<file path="src/rtl/cpu_pkg.sv">
// Shared CPU definitions: datapath widths, the zero register and the
// forwarding-source encoding used by the operand stage.
package cpu_pkg;
   localparam int XLEN   = 32;
   localparam int CTRL_W = 16;
   localparam logic [4:0] REG_ZERO = 5'd0;

   typedef enum logic [1:0] {
      FWD_RF  = 2'd0,
      FWD_WB  = 2'd1,
      FWD_MEM = 2'd2,
      FWD_EX  = 2'd3
   } fwd_sel_e;
endpackage

</file>
<file path="src/rtl/operand_fwd_mux.sv">
// Per-operand bypass resolver: picks the youngest in-flight producer of the
// source register (EX > MEM > WB > register file). x0 always reads as 0.
import cpu_pkg::*;

module operand_fwd_mux #(
   parameter int XLEN = cpu_pkg::XLEN
) (
   input  logic [4:0]      src_index,
   input  logic [XLEN-1:0] rf_data,
   input  logic            ex_fwd_en,
   input  logic [4:0]      ex_rd_index,
   input  logic [XLEN-1:0] ex_result,
   input  logic            mem_rd_we,
   input  logic [4:0]      mem_rd_index,
   input  logic [XLEN-1:0] mem_result,
   input  logic            wb_en,
   input  logic [4:0]      wb_rd_index,
   input  logic [XLEN-1:0] wb_data,
   output logic [XLEN-1:0] op,
   output fwd_sel_e        sel
);

   // Priority select of the operand source.
   always_comb begin
      sel = FWD_RF;
      op  = rf_data;
      if (src_index == REG_ZERO) begin
         op = '0;
      end else if (ex_fwd_en && ex_rd_index == src_index) begin
         sel = FWD_EX;
         op  = ex_result;
      end else if (mem_rd_we && mem_rd_index == src_index) begin
         sel = FWD_MEM;
         op  = mem_result;
      end else if (wb_en && wb_rd_index == src_index) begin
         sel = FWD_WB;
         op  = wb_data;
      end
   end

endmodule

</file>
<file path="src/rtl/id_ex_operand_stage.sv">
// ID/EX operand stage: resolves RAW hazards by forwarding, stalls decode on
// load-use, and holds the ID/EX pipeline register feeding the ALU.
// Optional perf counters are built when OPERAND_PERF_EN is defined.
import cpu_pkg::*;

module id_ex_operand_stage #(
   parameter int XLEN   = cpu_pkg::XLEN,
   parameter int CTRL_W = cpu_pkg::CTRL_W
) (
   input  logic              clk,
   input  logic              rst,
   input  logic              id_valid,
   input  logic [4:0]        id_rs1_index,
   input  logic [4:0]        id_rs2_index,
   input  logic              id_rs1_used,
   input  logic              id_rs2_used,
   input  logic [4:0]        id_rd_index,
   input  logic              id_rd_we,
   input  logic              id_is_load,
   input  logic [CTRL_W-1:0] id_ctrl,
   input  logic [XLEN-1:0]   id_imm,
   input  logic [XLEN-1:0]   id_pc,
   input  logic [XLEN-1:0]   rs1_data,
   input  logic [XLEN-1:0]   rs2_data,
   input  logic [XLEN-1:0]   ex_result,
   input  logic [4:0]        mem_rd_index,
   input  logic              mem_rd_we,
   input  logic [XLEN-1:0]   mem_result,
   input  logic              wb_en,
   input  logic [4:0]        W_rd_index,
   input  logic [XLEN-1:0]   wb_data,
   input  logic              flush,
   input  logic              ex_ready,
   output logic              id_stall,
   output logic              ex_valid,
   output logic [XLEN-1:0]   ex_op1,
   output logic [XLEN-1:0]   ex_op2,
   output logic [XLEN-1:0]   ex_imm,
   output logic [XLEN-1:0]   ex_pc,
   output logic [CTRL_W-1:0] ex_ctrl,
   output logic [4:0]        ex_rd_index,
   output logic              ex_rd_we,
   output logic              ex_is_load
`ifdef OPERAND_PERF_EN
   ,
   output logic [31:0]       perf_stall_cnt,
   output logic [31:0]       perf_fwd_cnt
`endif
);

   logic [1:0][4:0]      src_idx;
   logic [1:0]           src_used;
   logic [1:0][XLEN-1:0] src_rf;
   logic [1:0][XLEN-1:0] src_op;
   fwd_sel_e             src_sel [2];

   // Tracks a load that has moved into MEM, whose data is not forwardable
   // until it reaches WB.
   logic       mem_ld_vld;
   logic [4:0] mem_ld_rd;

   logic ld_ex, ld_mem, load_use, capture;

   assign src_idx  = {id_rs2_index, id_rs1_index};
   assign src_used = {id_rs2_used, id_rs1_used};
   assign src_rf   = {rs2_data, rs1_data};

   for (genvar g = 0; g < 2; g++) begin : g_fwd
      operand_fwd_mux #(.XLEN(XLEN)) u_fwd (
         .src_index    (src_idx[g]),
         .rf_data      (src_rf[g]),
         .ex_fwd_en    (ex_valid & ex_rd_we),
         .ex_rd_index  (ex_rd_index),
         .ex_result    (ex_result),
         .mem_rd_we    (mem_rd_we),
         .mem_rd_index (mem_rd_index),
         .mem_result   (mem_result),
         .wb_en        (wb_en),
         .wb_rd_index  (W_rd_index),
         .wb_data      (wb_data),
         .op           (src_op[g]),
         .sel          (src_sel[g])
      );
   end

   // Load-use detection: dependent on a load in EX, or on a load now in MEM.
   always_comb begin
      ld_ex = ex_valid && ex_is_load && ex_rd_we && (ex_rd_index != REG_ZERO) &&
              ((id_rs1_used && id_rs1_index == ex_rd_index) ||
               (id_rs2_used && id_rs2_index == ex_rd_index));
      ld_mem = mem_ld_vld && (mem_ld_rd != REG_ZERO) &&
               ((id_rs1_used && id_rs1_index == mem_ld_rd) ||
                (id_rs2_used && id_rs2_index == mem_ld_rd));
      load_use = id_valid && (ld_ex || ld_mem);
   end

   assign id_stall = ~flush & (load_use | ~ex_ready);
   assign capture  = ~flush & ex_ready & ~load_use;

   // ID/EX register: flush > backpressure hold > load-use bubble > capture.
   always_ff @(posedge clk or negedge rst) begin
      if (!rst) begin
         ex_valid    <= 1'b0;
         ex_op1      <= '0;
         ex_op2      <= '0;
         ex_imm      <= '0;
         ex_pc       <= '0;
         ex_ctrl     <= '0;
         ex_rd_index <= '0;
         ex_rd_we    <= 1'b0;
         ex_is_load  <= 1'b0;
      end else if (flush || (ex_ready && load_use)) begin
         ex_valid   <= 1'b0;
         ex_rd_we   <= 1'b0;
         ex_is_load <= 1'b0;
      end else if (ex_ready) begin
         ex_valid    <= id_valid;
         ex_op1      <= src_op[0];
         ex_op2      <= src_op[1];
         ex_imm      <= id_imm;
         ex_pc       <= id_pc;
         ex_ctrl     <= id_ctrl;
         ex_rd_index <= id_rd_index;
         ex_rd_we    <= id_valid & id_rd_we;
         ex_is_load  <= id_valid & id_is_load;
      end
   end

   // Follow the EX instruction into MEM whenever the backend advances.
   always_ff @(posedge clk or negedge rst) begin
      if (!rst) begin
         mem_ld_vld <= 1'b0;
         mem_ld_rd  <= '0;
      end else if (ex_ready) begin
         mem_ld_vld <= ex_valid & ex_is_load & ex_rd_we;
         mem_ld_rd  <= ex_rd_index;
      end
   end

`ifdef OPERAND_PERF_EN
   logic [1:0] fwd_hit;
   assign fwd_hit[0] = id_rs1_used && (src_sel[0] != FWD_RF);
   assign fwd_hit[1] = id_rs2_used && (src_sel[1] != FWD_RF);

   // Stall cycles and forwarded operands of captured valid instructions.
   always_ff @(posedge clk or negedge rst) begin
      if (!rst) begin
         perf_stall_cnt <= '0;
         perf_fwd_cnt   <= '0;
      end else begin
         if (load_use)
            perf_stall_cnt <= perf_stall_cnt + 32'd1;
         if (capture && id_valid)
            perf_fwd_cnt <= perf_fwd_cnt + 32'(fwd_hit[0]) + 32'(fwd_hit[1]);
      end
   end
`endif

   a_no_x_valid : assert property (@(posedge clk) disable iff (!rst) !$isunknown(ex_valid));
   a_flush_nostall : assert property (@(posedge clk) disable iff (!rst) flush |-> !id_stall);

endmodule

</file>
<file path="config.mk">
export PLATFORM = sky130hd
export DESIGN_NAME = id_ex_operand_stage
export DESIGN_NICKNAME = d
export VERILOG_FILES = /design/src/rtl/cpu_pkg.sv /design/src/rtl/operand_fwd_mux.sv /design/src/rtl/id_ex_operand_stage.sv
export SDC_FILE = /design/constraint.sdc
export NUM_CORES = 1
export LEC_CHECK = 0
export CAP_MARGIN = 20
export CORE_UTILIZATION = 30
export CTS_CLUSTER_DIAMETER = 200
export DETAILED_ROUTE_END_ITERATION = 6
export SLEW_MARGIN = 40
export SYNTH_ARGS = -nofsm -noshare
export SYNTH_HDL_FRONTEND = slang
export SYNTH_SLANG_ARGS = --single-unit
</file>
<file path="constraint.sdc">
create_clock -name clk -period 3.5 [get_ports clk]
set_input_delay 0.7 -clock clk [delete_from_list [all_inputs] [get_ports clk]]
set_output_delay 0.7 -clock clk [all_outputs]
set_load 0.005 [all_outputs]
</file>
# Word-level counts from Yosys, hierarchy flattened
# Index checks and enable logic that the tools add are counted.
word_totals:
  ff_bits: 158
  elab_cells: 73
op_classes:
  n_eq_ne: 10
  n_bitwise: 10
  reduce_logical: 28
  muxes: 14
ops:
  columns: ["cell", "count"]
  rows:
  - ["$mux W32", 8]
  - ["$eq A5 B5 Y1", 10]
  - ["$logic_and A1 B1 Y1", 18]
  - ["$logic_not A5 Y1", 2]
  - ["$reduce_bool A5 Y1", 2]
  - ["$and A1 B1 Y1", 6]
  - ["$mux W1", 6]
  - ["$logic_or A1 B1 Y1", 4]
  - ["$not A1 Y1", 3]
  - ["$reduce_and A2 Y1", 1]
  - ["$reduce_bool A2 Y1", 1]
  - ["$or A1 B1 Y1", 1]

# Depth between registers and ports, before layout
# Gate-level depths: netlist of run 1.
depth:
  depth_word: 10
  ltp_mapped: 10
  ltp_nobuf: 6

# Modules after synthesis
# A second synthesis of run 1 with hierarchy kept.
unflattened:
  hier_cells: 749
  area_unflattened_um2: 8951.1
modules_own_cells:
  columns: ["module", "area_per_inst_um2", "seq_area_each_um2", "cells_per_inst", "instances"]
  rows:
  - ["id_ex_operand_stage", 6291.0, 3953.8, 383, 1]
  - ["operand_fwd_mux", 1330.0, 0.0, 183, 2]

# Worst setup path before layout of run 1
# OpenSTA, ideal clock, no wires.
synth_path:
  path_kind: "input -> output"
  from: "input id_rs2_index[3]"
  to: "output id_stall"
  arrival_ps: 2191
  t_required_ps: 2800
  path_buffers: 1
  slack_ps: 609
  cell_stages: 7
  path_cell_list: "clkbuf_1 > xnor2_1 > o2111ai_1 > or3_1 > a211oi_4 > a21oi_1 > nor2_1"
synth_between:
  elab_chain_len: 8
  elab_cells_between_ends: 12
synth_lines:
  columns: ["item", "line", "text"]
  rows:
  - ["start, declared", "id_ex_operand_stage.sv:14", "input logic [4:0] id_rs2_index,"]
  - ["$eq A5 B5 Y1 (on tied branches)", "id_ex_operand_stage.sv:90, id_ex_operand_stage.sv:93", null]
  - ["$logic_and A1 B1 Y1 (on tied branches)", "id_ex_operand_stage.sv:90, id_ex_operand_stage.sv:93", null]
  - ["$logic_or A1 B1 Y1 (on tied branches)", "id_ex_operand_stage.sv:89, id_ex_operand_stage.sv:92", null]
  - ["$logic_and A1 B1 Y1 (on tied branches)", "id_ex_operand_stage.sv:88, id_ex_operand_stage.sv:91", null]
  - ["$logic_or A1 B1 Y1 *", "id_ex_operand_stage.sv:94", "load_use = id_valid && (ld_ex || ld_mem);"]
  - ["$logic_and A1 B1 Y1 *", "id_ex_operand_stage.sv:94", null]
  - ["$or A1 B1 Y1 *", "id_ex_operand_stage.sv:97", "assign id_stall = ~flush & (load_use | ~ex_ready);"]
  - ["$and A1 B1 Y1 *", "id_ex_operand_stage.sv:97", null]
  - ["end, declared", "id_ex_operand_stage.sv:34", "output logic id_stall,"]
# Mark *: on every way between the ends. The rest lies on a longest branch, timed or not.

# Worst setup path in the final report of run 1
# Ends and elaborated chain as after synthesis.

==> flow_summary.json, run 1 <==
{
  "finalCritPeriodShare_pct": 96.9,
  "yosysUniqueCellTypes": 41,
  "crit_path_max_incr_delay_ns": 0.52,
  "fp-row-count": 61,
  "synth-edff-count": 0,
  "powerDensity_mw_per_mm2": 414,
  "fin_skew_ns": 0.0215,
  "postCtsSetupBuffers": 0,
  "max_slew_margin_pct": 43.8,
  "synth_fp_nets": 1018,
  "r2r-start": "mem_ld_rd[1]",
  "dpl-instance-area_mm2": 0.0135,
  "fmax_ghz": 0.295,
  "ys.warnings.count": 0,
  "core_mm2": 0.0279,
  "grt_overflow": 0,
  "routed_wirelength_um": 34300,
  "async_flop_share_pct": 100,
  "finalNonFillerCells": 1553,
  "htreeDepth": 4,
  "cp_max_fo": 2,
  "first_global_vias": 8328,
  "grtUsageTotal_pct": 23.5,
  "fin_area_mm2": 0.0141,
  "power_leakage_nw": 5.52,
  "numPortBuffers": 428,
  "muxShareOfSynthArea_pct": 21.1,
  "ctsHoldBuffers": 0,
  "cts_made_buffers": 17,
  "ios": 429,
  "ant_nets": 0,
  "num_vias": 7867,
  "synth_compound_area_share_pct": 20.1,
  "drt_iter0_markers": 482,
  "crit_buf_inv": 2,
  "fillerInstances": 2533,
  "worstPathRequired_ns": 2.80,
  "ir_drop_mv": 0.323,
  "path_cells": "clkdlybuf4s50_1 > xnor2_2 > o2111ai_2 > or3_4 > a211oi_4 > a21oi_1 > nor2_1 > dlygate4sd2_1",
  "first_pass_iters": 5,
  "dp_slack_ns": -0.171,
  "mostFrequentLayoutCells": "426 x clkdlybuf4s50_1, 158 x dfrtp_1, 92 x mux2_2",
  "cts_tree": "done",
  "numClockSinks": 158,
  "grt_pass1_wl_um": 51200,
  "clk_pin_slew_worst_paths_ns": 0.08,
  "yosysSeqAreaShare_pct": 46.5,
  "synth_top_area_share_pct": 46.5,
  "place_inst": 1520,
  "synth-seq-cells": 158,
  "ys.flop_type": "dfrtp_1",
  "arrival_ns": 2.69,
  "critical-path-top-delay-family": "buffers and inverters",
  "cp-start-kind": "input port",
  "yosys-top-cells-area": "dfrtp_1 46%, mux2_2 12%, a22oi_1 5.1%, mux2_4 4.9%, mux2i_1 3.8%",
  "synth.largest_area_cell": "dfrtp_1",
  "die_width_um": 170,
  "synth-simple-area-share_pct": 3.19,
  "start_util_pct": 30.6,
  "slowest_stage": "clkdlybuf4s50_1",
  "synth_top_family_by_area": "multiplexers",
  "gp_congestion": 0.847,
  "whs_ns": 0.273,
  "dpl.hpwl_um": 24800,
  "critPathLaunch": "id_rs2_index[3]",
  "setup_viol": 0,
  "fin_util_pct": 50.5,
  "area_delta_synth_final_pct": 65.4,
  "tns_ns": 0,
  "clk_path_buf_depth": 2,
  "synth_area_per_cell_um2": 11.5,
  "nets": 1437,
  "cts_root_buf": "clkbuf_16",
  "route.detailed.drc": 0,
  "fin_ws_ns": 0.109,
  "synth_fa_ha_area_share_pct": 0,
  "worst_setup_path_end_kind": "primary output",
  "antenna_found_initial": 3,
  "total_power_mw": 5.83,
  "synthesis.area_mm2": 0.00851,
  "worstMarginPinSlew_ns": 0.843,
  "hold_viol": 0,
  "outcome": "complete, no violations",
  "die_area_mm2": 0.0291,
  "die_y_um": 170,
  "finalMaxSlewViolations": 0,
  "final_common_cell": "clkdlybuf4s50_1",
  "viasPerCell": 5.07,
  "wl_per_cell_um": 22.1,
  "hp-class": "in2async",
  "criticalPathCategory": "in2out",
  "clk-insertion-delay-late_ns": 0.42,
  "grt_max_degree": 70,
  "finalCriticalPeriod_ns": 3.39,
  "netlist_instances": 742,
  "rsz0062_at_grt": "false",
  "cap_viol_max_count": 0,
  "synth_xor_area_share_pct": 3.91,
  "drive_gt1_share_pct": 17.7
}
registers in the layout, summed over array words and instances (netlist names):
name	flops
ex_imm	32
mem_ld_rd	5
mem_ld_vld	1
ex_rd_we	1
ex_op1	32
ex_ctrl	16
ex_is_load	1
ex_valid	1
ex_rd_index	5
ex_op2	32
ex_pc	32
routing by layer:
layer	GRT usage, %	wire (um)	vias to the layer above
met4	7.36	743	4
li1	-	-	3602
met2	39.1	16300	347
met1	28.8	14200	3869
met3	7.51	2990	45
met5	0	26	-
Yosys cell counts (2+ instances only):
cell,instances
o211a_1,2
xor2_1,9
mux2_2,92
o21a_1,27
o2bb2ai_1,32
o21ai_0,35
buf_1,6
inv_1,35
nor2_1,7
a211oi_4,2
clkbuf_1,48
dfrtp_1,158
mux2_4,28
nand3b_1,2
nand2_1,11
a22oi_1,58
a211oi_1,5
or4_1,4
nor3_1,7
xnor2_1,29
buf_2,13
or3_1,2
nand3_1,4
mux2i_1,32
o211ai_1,26
a21oi_1,5
mux2_1,2
a2bb2oi_1,6
nand2b_1,4
nand4_1,5
o22ai_1,32
buf_6,4
or2_2,2
power by group:
| group | switching [mW] | total [mW] | internal, mW |
|---|---|---|---|
| logic | 0.568 | 1.66 | 1.10 |
| registers | 0.178 | 2.28 | 2.10 |
| clock network | 0.925 | 1.89 | 0.967 |
| total | 1.67 | 5.83 | 4.16 |
worst paths after layout:
path                         endpoint  slack, ns  depth (start not counted)
max reg2reg                 ex_pc[15]       0.70                          8
max in group asynchronous  ex_imm[12]       2.33                          2
max                          id_stall       0.11                          8
min                        ex_op1[28]       0.27                          1
min in group clk           ex_imm[20]       0.49                          1
min reg2reg                ex_imm[20]       0.49                          1
logic make-up after synthesis:
family,count (synthesis)
xor+xnor,38
mux,154
buf+inv,106
simple gates,51
flops,158
compound gates,235
worst reg2reg max path: stages, from the launching register on:
cell and delay [ns]:
dfrtp_1 0.44, or4_1 0.53, o21a_1 0.19, a31o_1 0.22, buf_4 0.15, a211oi_4 0.31, buf_12 0.26, buf_4 0.22
mux2_2 0.34
area by class of cell:
cell class | count | area (um^2) | share of cell area, %
Timing Repair Buffer | 471 | 4760 | 33.8
Sequential cell | 158 | 3950 | 28.1
Antenna cell | 1 | 2.50 | 0.0178
Inverter | 35 | 131 | 0.933
Multi-Input combinational cell | 478 | 4170 | 29.6
Tap cell | 378 | 473 | 3.36
Clock buffer | 18 | 429 | 3.05
Clock inverter | 14 | 163 | 1.16
repair_timing:
action                     in CTS  in global routing
pin swaps                       2                  0
setup endpoints to repair       1                  1
resized for setup               4                  1
(Power assumes the default switching activity.)
==> run 2, diff against run 1 <==
- CORE_AREA: not set -> 2 2 166 168
- CORE_UTILIZATION: 30 -> not set
- DIE_AREA: not set -> 0 0 168 170
- PLACE_DENSITY: not set -> 0.66
==> flow_summary.json, run 2 (synthesis gave the netlist of run 1 again) <==
{
  "powerDensity_mw_per_mm2": 413,
  "drt_iter0_markers": 504,
  "max_slew_margin_pct": 46.0,
  "hold_viol": 0,
  "clk_pin_slew_worst_paths_ns": 0.08,
  "viasPerCell": 5.23,
  "first_pass_iters": 5,
  "final_common_cell": "clkdlybuf4s50_1",
  "antenna_found_initial": 5,
  "clk-insertion-delay-late_ns": 0.43,
  "num_vias": 7963,
  "die_width_um": 168,
  "ios": 429,
  "slowest_stage": "clkdlybuf4s50_1",
  "arrival_ns": 2.65,
  "worst_setup_path_end_kind": "primary output",
  "cap_viol_max_count": 0,
  "gp_congestion": 0.888,
  "finalCritPeriodShare_pct": 95.8,
  "total_power_mw": 5.81,
  "grtUsageTotal_pct": 23.8,
  "cp-start-kind": "input port",
  "postCtsSetupBuffers": 0,
  "clk_path_buf_depth": 2,
  "die_area_mm2": 0.0286,
  "area_delta_synth_final_pct": 65.3,
  "tns_ns": 0,
  "fp-row-count": 60,
  "fin_skew_ns": 0.0190,
  "criticalPathCategory": "in2out",
  "finalCriticalPeriod_ns": 3.35,
  "die_y_um": 170,
  "core_mm2": 0.0267,
  "outcome": "complete, no violations",
  "power_leakage_nw": 5.52,
  "cts_root_buf": "clkbuf_16",
  "cts_tree": "done",
  "first_global_vias": 8406,
  "drive_gt1_share_pct": 17.5,
  "ant_nets": 0,
  "mostFrequentLayoutCells": "426 x clkdlybuf4s50_1, 158 x dfrtp_1, 92 x mux2_2",
  "ir_drop_mv": 0.238,
  "crit_path_max_incr_delay_ns": 0.51,
  "fmax_ghz": 0.298,
  "ctsHoldBuffers": 0,
  "cts-resized-gates": 2,
  "nets": 1438,
  "start_util_pct": 31.9,
  "setup_viol": 0,
  "routed_wirelength_um": 34400,
  "wl_per_cell_um": 22.6,
  "cp_max_fo": 2,
  "hp-class": "in2async",
  "finalMaxSlewViolations": 0,
  "dpl.hpwl_um": 25000,
  "dp_slack_ns": -0.102,
  "route.detailed.drc": 0,
  "worstMarginPinSlew_ns": 0.807,
  "numPortBuffers": 428,
  "cts_made_buffers": 17,
  "worstPathRequired_ns": 2.80,
  "numClockSinks": 158,
  "rsz0062_at_grt": "false",
  "grt_pass1_wl_um": 51500,
  "fin_ws_ns": 0.148,
  "grt_overflow": 0,
  "path_cells": "clkdlybuf4s50_1 > xnor2_1 > o2111ai_1 > or3_4 > a211oi_4 > a21oi_1 > nor2_1 > dlygate4sd2_1",
  "grt_max_degree": 70,
  "htreeDepth": 4
}
run 2: cell types whose count changed in the layout (fill, tap and decap cells not counted), sizes merged:
cell | previous run | this run
diode | 1 | 6
clkinvlp | 0 | 2
inv | 44 | 42
buf | 44 | 45
run 2: layout make-up:
type / count / area (um^2)
timing repair buffer: 472 / 4810
fill: 2392 / 12600
clock inverter: 14 / 150
tap: 341 / 427
antenna: 6 / 15.0
sequential: 158 / 3950
clock buffer: 18 / 429
inverter: 35 / 131
multi-input combinational: 478 / 4150
run 2: path summary, 6_finish.rpt:
check / startpoint / end / slack [ns] / cells past startpoint
hold / removal: rst / ex_op1[25] / 0.28 / 1
max in group asynchronous: rst / ex_imm[3] / 2.43 / 2
hold reg to reg: mem_ld_vld / mem_ld_vld / 0.48 / 2
setup reg to reg: mem_ld_rd[2] / ex_op1[21] / 0.71 / 7
setup / recovery: id_rs2_index[2] / id_stall / 0.15 / 8
min in group clk: mem_ld_vld / mem_ld_vld / 0.48 / 2
run 2: worst max-delay path: cells and delay by family:
family | cells | cell delay, ns
simple gates | 2 | 0.49
compound gates | 3 | 0.55
xor+xnor | 1 | 0.14
buf+inv | 2 | 0.76
run 2: layer usage:
metal	vias up	part of all wire [%]	wire, um	global-route usage (%)
met1	3934	40	13900	28.7
li1	3613	-	-	-
met3	37	9.1	3120	7.58
met2	379	49	16800	40.2
met5	-	0	0	0
met4	0	1.9	660	8.17
run 2: where the power goes:
part	switching, mW	internal [mW]
logic	0.563	1.09
clock network	0.918	0.956
registers	0.185	2.10
run 2: stage by stage:
stage	cells	hold WS, ns	util (%)	area, um^2
finish	1522	0.277	52.8	14100
floorplan	742	0.404	-	8510
CTS	1516	0.308	52.7	14100
global placement	1484	0.469	50.5	13500
detailed placement	1484	0.471	50.5	13500
global route	1521	0.328	52.8	14100
